[src/rtl/mem2apb_pkg.sv]
// Shared types and helpers for the core-to-APB bridge.
package mem2apb_pkg;

  // Bridge sequencing: one transfer in flight, APB SETUP/ACCESS, then a
  // single response cycle back to the core.
  typedef enum logic [1:0] {
    IDLE   = 2'd0,
    SETUP  = 2'd1,
    ACCESS = 2'd2,
    RESP   = 2'd3
  } state_e;

  // Width needed to count up to n, never less than one bit so a disabled
  // timeout (n = 0) still yields a legal vector width.
  function automatic int unsigned cnt_width(input int unsigned n);
    int unsigned w;
    w = $clog2(n + 1);
    return (w < 1) ? 1 : w;
  endfunction

endpackage

[src/rtl/mem2apb_bridge_if.sv]
// APB3 bus bundle. The initiator uses Master, the peripheral node uses Slave.
interface APB_BUS #(
  parameter int unsigned ADDR_WIDTH = 32,
  parameter int unsigned DATA_WIDTH = 32
);
  logic [ADDR_WIDTH-1:0] paddr;
  logic [DATA_WIDTH-1:0] pwdata;
  logic                  pwrite;
  logic                  psel;
  logic                  penable;
  logic [DATA_WIDTH-1:0] prdata;
  logic                  pready;
  logic                  pslverr;

  modport Master (
    output paddr, pwdata, pwrite, psel, penable,
    input  prdata, pready, pslverr
  );

  modport Slave (
    input  paddr, pwdata, pwrite, psel, penable,
    output prdata, pready, pslverr
  );
endinterface

[src/rtl/apb_timeout_cnt.sv]
// Counts ACCESS cycles spent waiting for PREADY and flags the last allowed
// cycle. With TIMEOUT_CYCLES = 0 the counter is removed and never fires.
module apb_timeout_cnt
  import mem2apb_pkg::*;
#(
  parameter int unsigned TIMEOUT_CYCLES = 255
) (
  input  logic clk_i,
  input  logic rst_ni,
  input  logic clr_i,
  input  logic en_i,
  output logic tc_o
);

  localparam int unsigned CW = cnt_width(TIMEOUT_CYCLES);

  if (TIMEOUT_CYCLES == 0) begin : g_off
    logic unused_ctrl;
    assign unused_ctrl = clr_i ^ en_i ^ clk_i ^ rst_ni;
    assign tc_o        = 1'b0;
  end else begin : g_on
    // The counter holds the number of wait cycles already spent; when it
    // reads N-1 the current wait cycle is the N-th, so the count reaches N
    // exactly as the bridge gives up.
    localparam logic [CW-1:0] LAST = CW'(TIMEOUT_CYCLES - 1);

    logic [CW-1:0] cnt_q, cnt_d;

    // Next count: clear wins over increment.
    always_comb begin
      cnt_d = cnt_q;
      if (clr_i) begin
        cnt_d = '0;
      end else if (en_i) begin
        cnt_d = cnt_q + CW'(1);
      end
    end

    // Count register with synchronous reset.
    always_ff @(posedge clk_i) begin
      if (!rst_ni) begin
        cnt_q <= '0;
      end else begin
        cnt_q <= cnt_d;
      end
    end

    assign tc_o = (cnt_q == LAST);
  end

endmodule

[src/rtl/mem2apb_bridge.sv]
// Single-outstanding bridge from the core req/gnt/rvalid data port to an
// APB3 initiator, with PREADY timeout and partial-write rejection.
module mem2apb_bridge
  import mem2apb_pkg::*;
#(
  parameter int unsigned APB_ADDR_WIDTH = 32,
  parameter int unsigned APB_DATA_WIDTH = 32,
  parameter int unsigned TIMEOUT_CYCLES = 255
) (
  input  logic                        clk_i,
  input  logic                        rst_ni,
  input  logic                        req_i,
  output logic                        gnt_o,
  input  logic [APB_ADDR_WIDTH-1:0]   addr_i,
  input  logic                        we_i,
  input  logic [APB_DATA_WIDTH/8-1:0] be_i,
  input  logic [APB_DATA_WIDTH-1:0]   wdata_i,
  output logic                        rvalid_o,
  output logic [APB_DATA_WIDTH-1:0]   rdata_o,
  output logic                        err_o,
  APB_BUS.Master                      apb_master
);

  state_e                      state_q, state_d;
  logic [APB_ADDR_WIDTH-1:0]   paddr_q, paddr_d;
  logic [APB_DATA_WIDTH-1:0]   pwdata_q, pwdata_d;
  logic                        pwrite_q, pwrite_d;
  logic [APB_DATA_WIDTH-1:0]   rdata_q, rdata_d;
  logic                        err_q, err_d;

  logic reject;
  logic cnt_clr;
  logic cnt_en;
  logic timeout;

  // APB3 has no strobes, so a write that does not cover the whole word
  // cannot be performed faithfully and is refused without touching the bus.
  assign reject  = we_i && (be_i != '1);
  assign cnt_clr = (state_q == IDLE) && req_i && !reject;
  assign cnt_en  = (state_q == ACCESS) && !apb_master.pready;

  apb_timeout_cnt #(
    .TIMEOUT_CYCLES (TIMEOUT_CYCLES)
  ) u_timeout_cnt (
    .clk_i  (clk_i),
    .rst_ni (rst_ni),
    .clr_i  (cnt_clr),
    .en_i   (cnt_en),
    .tc_o   (timeout)
  );

  // Next-state and datapath capture for the transfer sequencer.
  // NOTE: every signal gets its default first so no path leaves it unassigned, which would infer a latch.
  always_comb begin
    state_d  = state_q;
    paddr_d  = paddr_q;
    pwdata_d = pwdata_q;
    pwrite_d = pwrite_q;
    rdata_d  = rdata_q;
    err_d    = err_q;
    gnt_o    = 1'b0;

    unique case (state_q)
      IDLE: begin
        gnt_o = req_i;
        if (req_i) begin
          paddr_d  = {addr_i[APB_ADDR_WIDTH-1:2], 2'b00};
          pwrite_d = we_i;
          pwdata_d = wdata_i;
          if (reject) begin
            rdata_d = '0;
            err_d   = 1'b1;
            state_d = RESP;
          end else begin
            state_d = SETUP;
          end
        end
      end
      SETUP: begin
        state_d = ACCESS;
      end
      ACCESS: begin
        // PREADY is checked before the timeout so a completion on the last
        // allowed cycle is reported normally.
        if (apb_master.pready) begin
          rdata_d = pwrite_q ? '0 : apb_master.prdata;
          err_d   = apb_master.pslverr;
          state_d = RESP;
        end else if (timeout) begin
          rdata_d = '0;
          err_d   = 1'b1;
          state_d = RESP;
        end
      end
      RESP: begin
        state_d = IDLE;
      end
      default: begin
        state_d = IDLE;
      end
    endcase
  end

  // State and datapath registers.
  // NOTE: non-blocking assignments keep every register sampling pre-edge values, independent of statement order.
  always_ff @(posedge clk_i) begin
    if (!rst_ni) begin
      state_q  <= IDLE;
      paddr_q  <= '0;
      pwdata_q <= '0;
      pwrite_q <= 1'b0;
      rdata_q  <= '0;
      err_q    <= 1'b0;
    end else begin
      state_q  <= state_d;
      paddr_q  <= paddr_d;
      pwdata_q <= pwdata_d;
      pwrite_q <= pwrite_d;
      rdata_q  <= rdata_d;
      err_q    <= err_d;
    end
  end

  // Bus controls decode straight from the state register, so leaving
  // ACCESS (completion, timeout or reset) drops PSEL/PENABLE at that edge.
  assign apb_master.psel    = (state_q == SETUP) || (state_q == ACCESS);
  assign apb_master.penable = (state_q == ACCESS);
  assign apb_master.paddr   = paddr_q;
  assign apb_master.pwdata  = pwdata_q;
  assign apb_master.pwrite  = pwrite_q;

  assign rvalid_o = (state_q == RESP);
  assign rdata_o  = rdata_q;
  assign err_o    = err_q;

  // Word-aligned APB: the byte offset of the request address is dropped.
  logic unused_addr;
  assign unused_addr = ^addr_i[1:0];

endmodule

[src/flat_wrapper.sv]
// flat-port wrapper written by rule: the top's interface ports become plain ports
module mem2apb_bridge_flat import mem2apb_pkg::*;
#(
  parameter int unsigned APB_ADDR_WIDTH = 32,
  parameter int unsigned APB_DATA_WIDTH = 32,
  parameter int unsigned TIMEOUT_CYCLES = 255
)
  (clk_i, rst_ni, req_i, gnt_o, addr_i, we_i, be_i, wdata_i, rvalid_o, rdata_o, err_o, apb_master_paddr, apb_master_pwdata, apb_master_pwrite, apb_master_psel, apb_master_penable, apb_master_prdata, apb_master_pready, apb_master_pslverr);
  APB_BUS #(.ADDR_WIDTH(32), .DATA_WIDTH(32)) apb_master_i ();
  input  logic clk_i;
  input  logic rst_ni;
  input  logic req_i;
  output logic gnt_o;
  input  logic [APB_ADDR_WIDTH-1:0] addr_i;
  input  logic we_i;
  input  logic [APB_DATA_WIDTH/8-1:0] be_i;
  input  logic [APB_DATA_WIDTH-1:0] wdata_i;
  output logic rvalid_o;
  output logic [APB_DATA_WIDTH-1:0] rdata_o;
  output logic err_o;
  output wire logic [$bits(apb_master_i.paddr)-1:0] apb_master_paddr;
  output wire logic [$bits(apb_master_i.pwdata)-1:0] apb_master_pwdata;
  output wire logic [$bits(apb_master_i.pwrite)-1:0] apb_master_pwrite;
  output wire logic [$bits(apb_master_i.psel)-1:0] apb_master_psel;
  output wire logic [$bits(apb_master_i.penable)-1:0] apb_master_penable;
  input wire logic [$bits(apb_master_i.prdata)-1:0] apb_master_prdata;
  input wire logic [$bits(apb_master_i.pready)-1:0] apb_master_pready;
  input wire logic [$bits(apb_master_i.pslverr)-1:0] apb_master_pslverr;
  assign apb_master_paddr = apb_master_i.paddr;
  assign apb_master_pwdata = apb_master_i.pwdata;
  assign apb_master_pwrite = apb_master_i.pwrite;
  assign apb_master_psel = apb_master_i.psel;
  assign apb_master_penable = apb_master_i.penable;
  assign apb_master_i.prdata = apb_master_prdata;
  assign apb_master_i.pready = apb_master_pready;
  assign apb_master_i.pslverr = apb_master_pslverr;
  mem2apb_bridge #(.APB_ADDR_WIDTH(APB_ADDR_WIDTH), .APB_DATA_WIDTH(APB_DATA_WIDTH), .TIMEOUT_CYCLES(TIMEOUT_CYCLES)) u_core (.clk_i(clk_i), .rst_ni(rst_ni), .req_i(req_i), .gnt_o(gnt_o), .addr_i(addr_i), .we_i(we_i), .be_i(be_i), .wdata_i(wdata_i), .rvalid_o(rvalid_o), .rdata_o(rdata_o), .err_o(err_o), .apb_master(apb_master_i));
endmodule
[config.mk]
export PLATFORM = sky130hd
export DESIGN_NAME = mem2apb_bridge_flat
export DESIGN_NICKNAME = d
export VERILOG_FILES = /design/src/rtl/mem2apb_pkg.sv /design/src/rtl/mem2apb_bridge_if.sv /design/src/rtl/apb_timeout_cnt.sv /design/src/rtl/mem2apb_bridge.sv /design/src/flat_wrapper.sv
export SDC_FILE = /design/constraint.sdc
export NUM_CORES = 1
export LEC_CHECK = 0
export CAP_MARGIN = 20
export CORE_MARGIN = 3
export CORE_UTILIZATION = 43
export CTS_CLUSTER_SIZE = 28
export DETAILED_ROUTE_END_ITERATION = 7
export HOLD_SLACK_MARGIN = 0.03
export MAX_ROUTING_LAYER = met4
export PLACE_DENSITY = 0.94
export SKIP_CTS_REPAIR_TIMING = 1
export SYNTH_ARGS = -nofsm -noshare
export SYNTH_HDL_FRONTEND = slang
export SYNTH_HIERARCHICAL = 1
export SYNTH_SLANG_ARGS = --single-unit
export TNS_END_PERCENT = 5
[constraint.sdc]
create_clock -name clk_i -period 3.8 [get_ports clk_i]
set_input_delay 0.76 -clock clk_i [delete_from_list [all_inputs] [get_ports clk_i]]
set_output_delay 0.76 -clock clk_i [all_outputs]
set_load 0.005 [all_outputs]
After elaboration in Yosys (flattened, before gate mapping)

Cells that the tools add are included.

Input port bits: 106
Register bits: 106
Logic and storage cells: 47
Output and inout port bits: 102

Bitwise operators: 1
Reductions and logical operators: 13
Mux-type cells: 17
Add/sub/neg operators: 1
Equality and inequality tests: 8

Operators with widths:

| cell                                                            | number |
|---|---|
| 32-bit two-way mux                                              | 5 |
| 32-bit one-hot mux with 2 select lines                          | 1 |
| 8-bit by 1-bit adder with 8-bit output, second input constant   | 1 |
| 8-bit == test, second input constant                            | 1 |
| 2-bit two-way mux                                               | 4 |
| 2-bit one-hot mux with 4 select lines                           | 1 |
| 1-bit two-way mux                                               | 5 |
| 2-bit == test, second input constant                            | 2 |
| 1-bit logical AND                                               | 4 |
| 4-bit != test, second input constant                            | 1 |
| 2-bit AND reduction                                             | 2 |
| 4-bit AND reduction                                             | 1 |
| 3-bit by 1-bit != test with 1-bit output, second input constant | 1 |
| 2-bit by 1-bit == test with 1-bit output, second input constant | 1 |
| 1-bit zero test                                                 | 2 |
| 2-bit zero test                                                 | 1 |
| 2-bit by 1-bit != test with 1-bit output, second input constant | 1 |
| 2-bit != test, second input constant                            | 1 |
| 1-bit one-hot mux with 2 select lines                           | 1 |
| 2-bit nonzero test                                              | 1 |
| 2-bit OR reduction                                              | 1 |
| 1-bit logical OR                                                | 1 |
| 1-bit inverter                                                  | 1 |

Depth between registers and ports, before layout

Depth after elaboration: 5
Mapped depth: 10

Cells and area by module

The synthesis kept the hierarchy.

Modules (own cells, without submodules):

| module          | times used | area each (um2) | cells each |
|---|---|---|---|
| mem2apb_bridge  | 1          | 3818.7          | 443 |
| apb_timeout_cnt | 1          | 365.4           | 42 |

Worst setup path before layout

OpenSTA, ideal clock, no wires.

Kind: input to output
Start point: in req_i
End point: out gnt_o
Buffers on the path: 1
Required time: 3.040 ns
Setup slack: 1.692 ns
Stages: 3
Data arrival time: 1.348 ns
Cells stage by stage: nand2_1 > inv_2 > buf_1

Word-level cells in the longest chain between the ends: 1

RTL lines:

| item              | line                 | text |
|---|---|---|
| from (decl)       | flat_wrapper.sv:12   | `input logic req_i;` |
| 1-bit two-way mux | mem2apb_bridge.sv:63 | `unique case (state_q)` |
| to (decl)         | flat_wrapper.sv:13   | `output logic gnt_o;` |

Every way passes these cells.

Worst setup path after layout

Ends and elaborated chain as after synthesis.

==> flow_summary.yaml <==
outcome:
  status: "completed"
sta:
  fin_skew_ns: 0.0119
  slew_headroom_pct: 25.0
  hold_violations: 0
  setup_tns_ns: 0
  finalSetupViolations: 0
  rsz0062_at_grt: "false"
  post-route-min-period_ns: 2.70
  worst_slew_pin_slew_ns: 1.13
  clock.fmax_ghz: 0.370
  drv_slew: 0
  fin_crit_sh_pct: 71.2
grt:
  grt_pass1_wl_um: 19200
  grt_max_degree: 66
  grt_pass1_vias: 4028
  antenna_found_initial: 0
  overflow: 0
  grt_use_total_pct: 22.0
layout:
  final_nets: 780
  final_common_cell: "clkdlybuf4s50_1"
  fillers: 733
  seq_area_sq_mm: 0.00212
  drive_above_1_share_pct: 3.86
  diodes: 0
  design_area_sq_mm: 0.00643
  multiInputGateArea_sq_mm: 0.00187
  mostFrequentLayoutCells: "clkdlybuf4s50_1 (202), nand2_1 (194), dfxtp_1 (106)"
  area_growth_pct: 53.8
setup_path:
  crit_fanout: 3
  worstReg2RegStart: "u_core/state_q[0]$_SDFFE_PN0P_"
  cp-start-kind: "input port"
  crit_required_ns: 3.04
  endpoint_kind: "primary output"
  r2r_setup_slack_ns: 1.29
  timing.rr.end: "u_core/rdata_o[6]$_SDFFE_PN0P_"
  crit_arrival_ns: 1.94
  rr_worst_depth: 6
  path_class: "in2out"
routing:
  routedWlPerCell_um: 15.0
  wl_um: 12000
  vias: 3910
  initialDrtViolationCount: 95
  vias_per_cell: 4.87
  drtAntennaViolNets: 0
  dr.pass1.iters: 4
  remaining_drc_errors: 0
synthesis:
  synth_top_area_share_pct: 50.7
  synth_cells: 485
  async_flop_share_pct: 0
  avgSynthCellArea_sq_um: 8.63
  synth-seq-cells: 106
  ys_types: 33
  synth-edff-count: 0
  yosysWarnings: 6
  netlist_area_sq_mm: 0.00418
  synth_top_cell_by_area: "dfxtp_1"
  synth_area_leaders: "dfxtp_1 (51%), nand2_1 (17%), a21boi_0 (11%), mux2i_1 (7.7%), clkbuf_1 (1.9%)"
  synthFlopType: "dfxtp_1"
  ys_seq_area_share_pct: 50.7
clocking:
  cts_tree: "yes"
  numCtsBuffers: 9
  clk_pin_slew_ns: 0.10
  clk_latency_ns: 0.36
  cts_max_path_buffers: 2
  clock-sinks: 106
  htreeDepth: 3
  root_buffer: "clkbuf_8"
floorplanning:
  core_area_sq_mm: 0.00933
  pin_count: 208
  die_w_um: 105
  start_util_pct: 44.9
  dieArea_sq_mm: 0.0109
  std_cell_rows: 35
  die_h_um: 105
power_and_ir_drop:
  power.density_mw_per_mm2: 497
  p_leak_nw: 2.43
  ir_worst_vdd_v: 0.000259
place:
  gp_congestion: 0.773
  dp_hpwl_um: 8900
  dpl_cell_area_sq_mm: 0.00624
  io_buffers: 203
hold_path:
  whs_endpoint: "u_core/rdata_o[29]$_SDFFE_PN0P_"
  hold_class: "reg2reg"
  holdCritStartpoint: "u_core/rdata_o[29]$_SDFFE_PN0P_"
  whs_path_depth: 2
run:
  max_cap_viol_count: 0
-- worst max-delay path by stage --
| stage | startpoint | endpoint | cells after the start | slack [ns] |
|---|---|---|---|---|
| global placement | req_i | u_core/rdata_o[25]$_SDFFE_PN0P_ | 5 | 0.92 |
| floorplan | req_i | gnt_o | 3 | 1.69 |
| CTS | req_i | gnt_o | 4 | 1.09 |
| global route | req_i | gnt_o | 4 | 1.05 |
| finish | req_i | gnt_o | 4 | 1.10 |
| detailed placement | req_i | u_core/rdata_o[6]$_SDFFE_PN0P_ | 5 | 0.79 |
-- where the power goes --
group | internal [W] | total [W] | leakage, nW | switching [W]
combinational | 0.000597 | 0.00117 | 1.47 | 0.000572
sequential | 0.00126 | 0.00133 | 0.864 | 0.0000785
clock | 0.000324 | 0.000698 | 0.0966 | 0.000373
-- per-stage QoR --
step                      worst slack (ns)  total power, W  hold slack [ns]  std cells  util [%]
final                                 1.10         0.00320            0.467        803      69.0
after global routing                  1.05         0.00338            0.485        803      69.0
after CTS                             1.09         0.00323            0.470        803      69.0
after detailed placement             0.789         0.00254            0.454        787      66.9
after global placement               0.918         0.00247            0.442        787      66.9
after floorplan                       1.69         0.00202            0.440        486         -
-- logic make-up after synthesis --
kind of cell	count (synthesis)	synth area share [%]
AND/OR/NAND/NOR	220	21.2
buffers and inverters	41	4.64
other	1	0.0896
AO/OA/AOI/OAI	76	13.4
adder cells (fa/ha/maj)	5	1.50
flip-flops	106	50.7
multiplexers	32	7.66
XOR/XNOR	4	0.837
-- critical path, stage by stage --
cell             delay (ns)
clkdlybuf4s50_1        0.52
nand2_2                0.08
inv_2                  0.08
clkdlybuf4s50_1        0.50
-- area by class of cell --
class                   instances  area share [%]
well taps                     129            2.51
repair buffers                207            32.0
clock inverters                 4           0.797
clock buffers                  12            2.26
flip-flops and latches        106            33.0
multi-input cells             339            29.1
inverters                       6           0.350
-- registers in the layout, indices dropped and copies added, names as in the netlist --
name / count
u_core/apb_master.pwrite: 1
u_core/state_q: 2
u_core/rdata_o: 32
u_core/apb_master.paddr: 30
u_core/apb_master.pwdata: 32
u_core/u_timeout_cnt/g_on.cnt_q: 8
u_core/err_o: 1
-- synth_stat cells, types with 2 or more instances --
cell type	count
a21boi_0	63
a21oi_1	4
buf_1	6
buf_2	2
buf_4	2
buf_6	4
clkbuf_1	21
dfxtp_1	106
ha_1	5
inv_1	5
mux2i_1	32
nand2_1	195
nand2b_1	2
nand3_1	3
nand4_1	3
nor2_1	8
o21ai_0	4
or3_1	3
xor2_1	3
-- routing by layer --
layer / vias up / global-route usage, % / part of all wire [%]
met3: 35 / 4.14 / 4.3
met1: 1812 / 23.6 / 40
li1: 1926 / - / -
met2: 137 / 39.4 / 52
met4: 0 / 9.75 / 3.9
met5: - / - / 0
(Power assumes the default switching activity.)
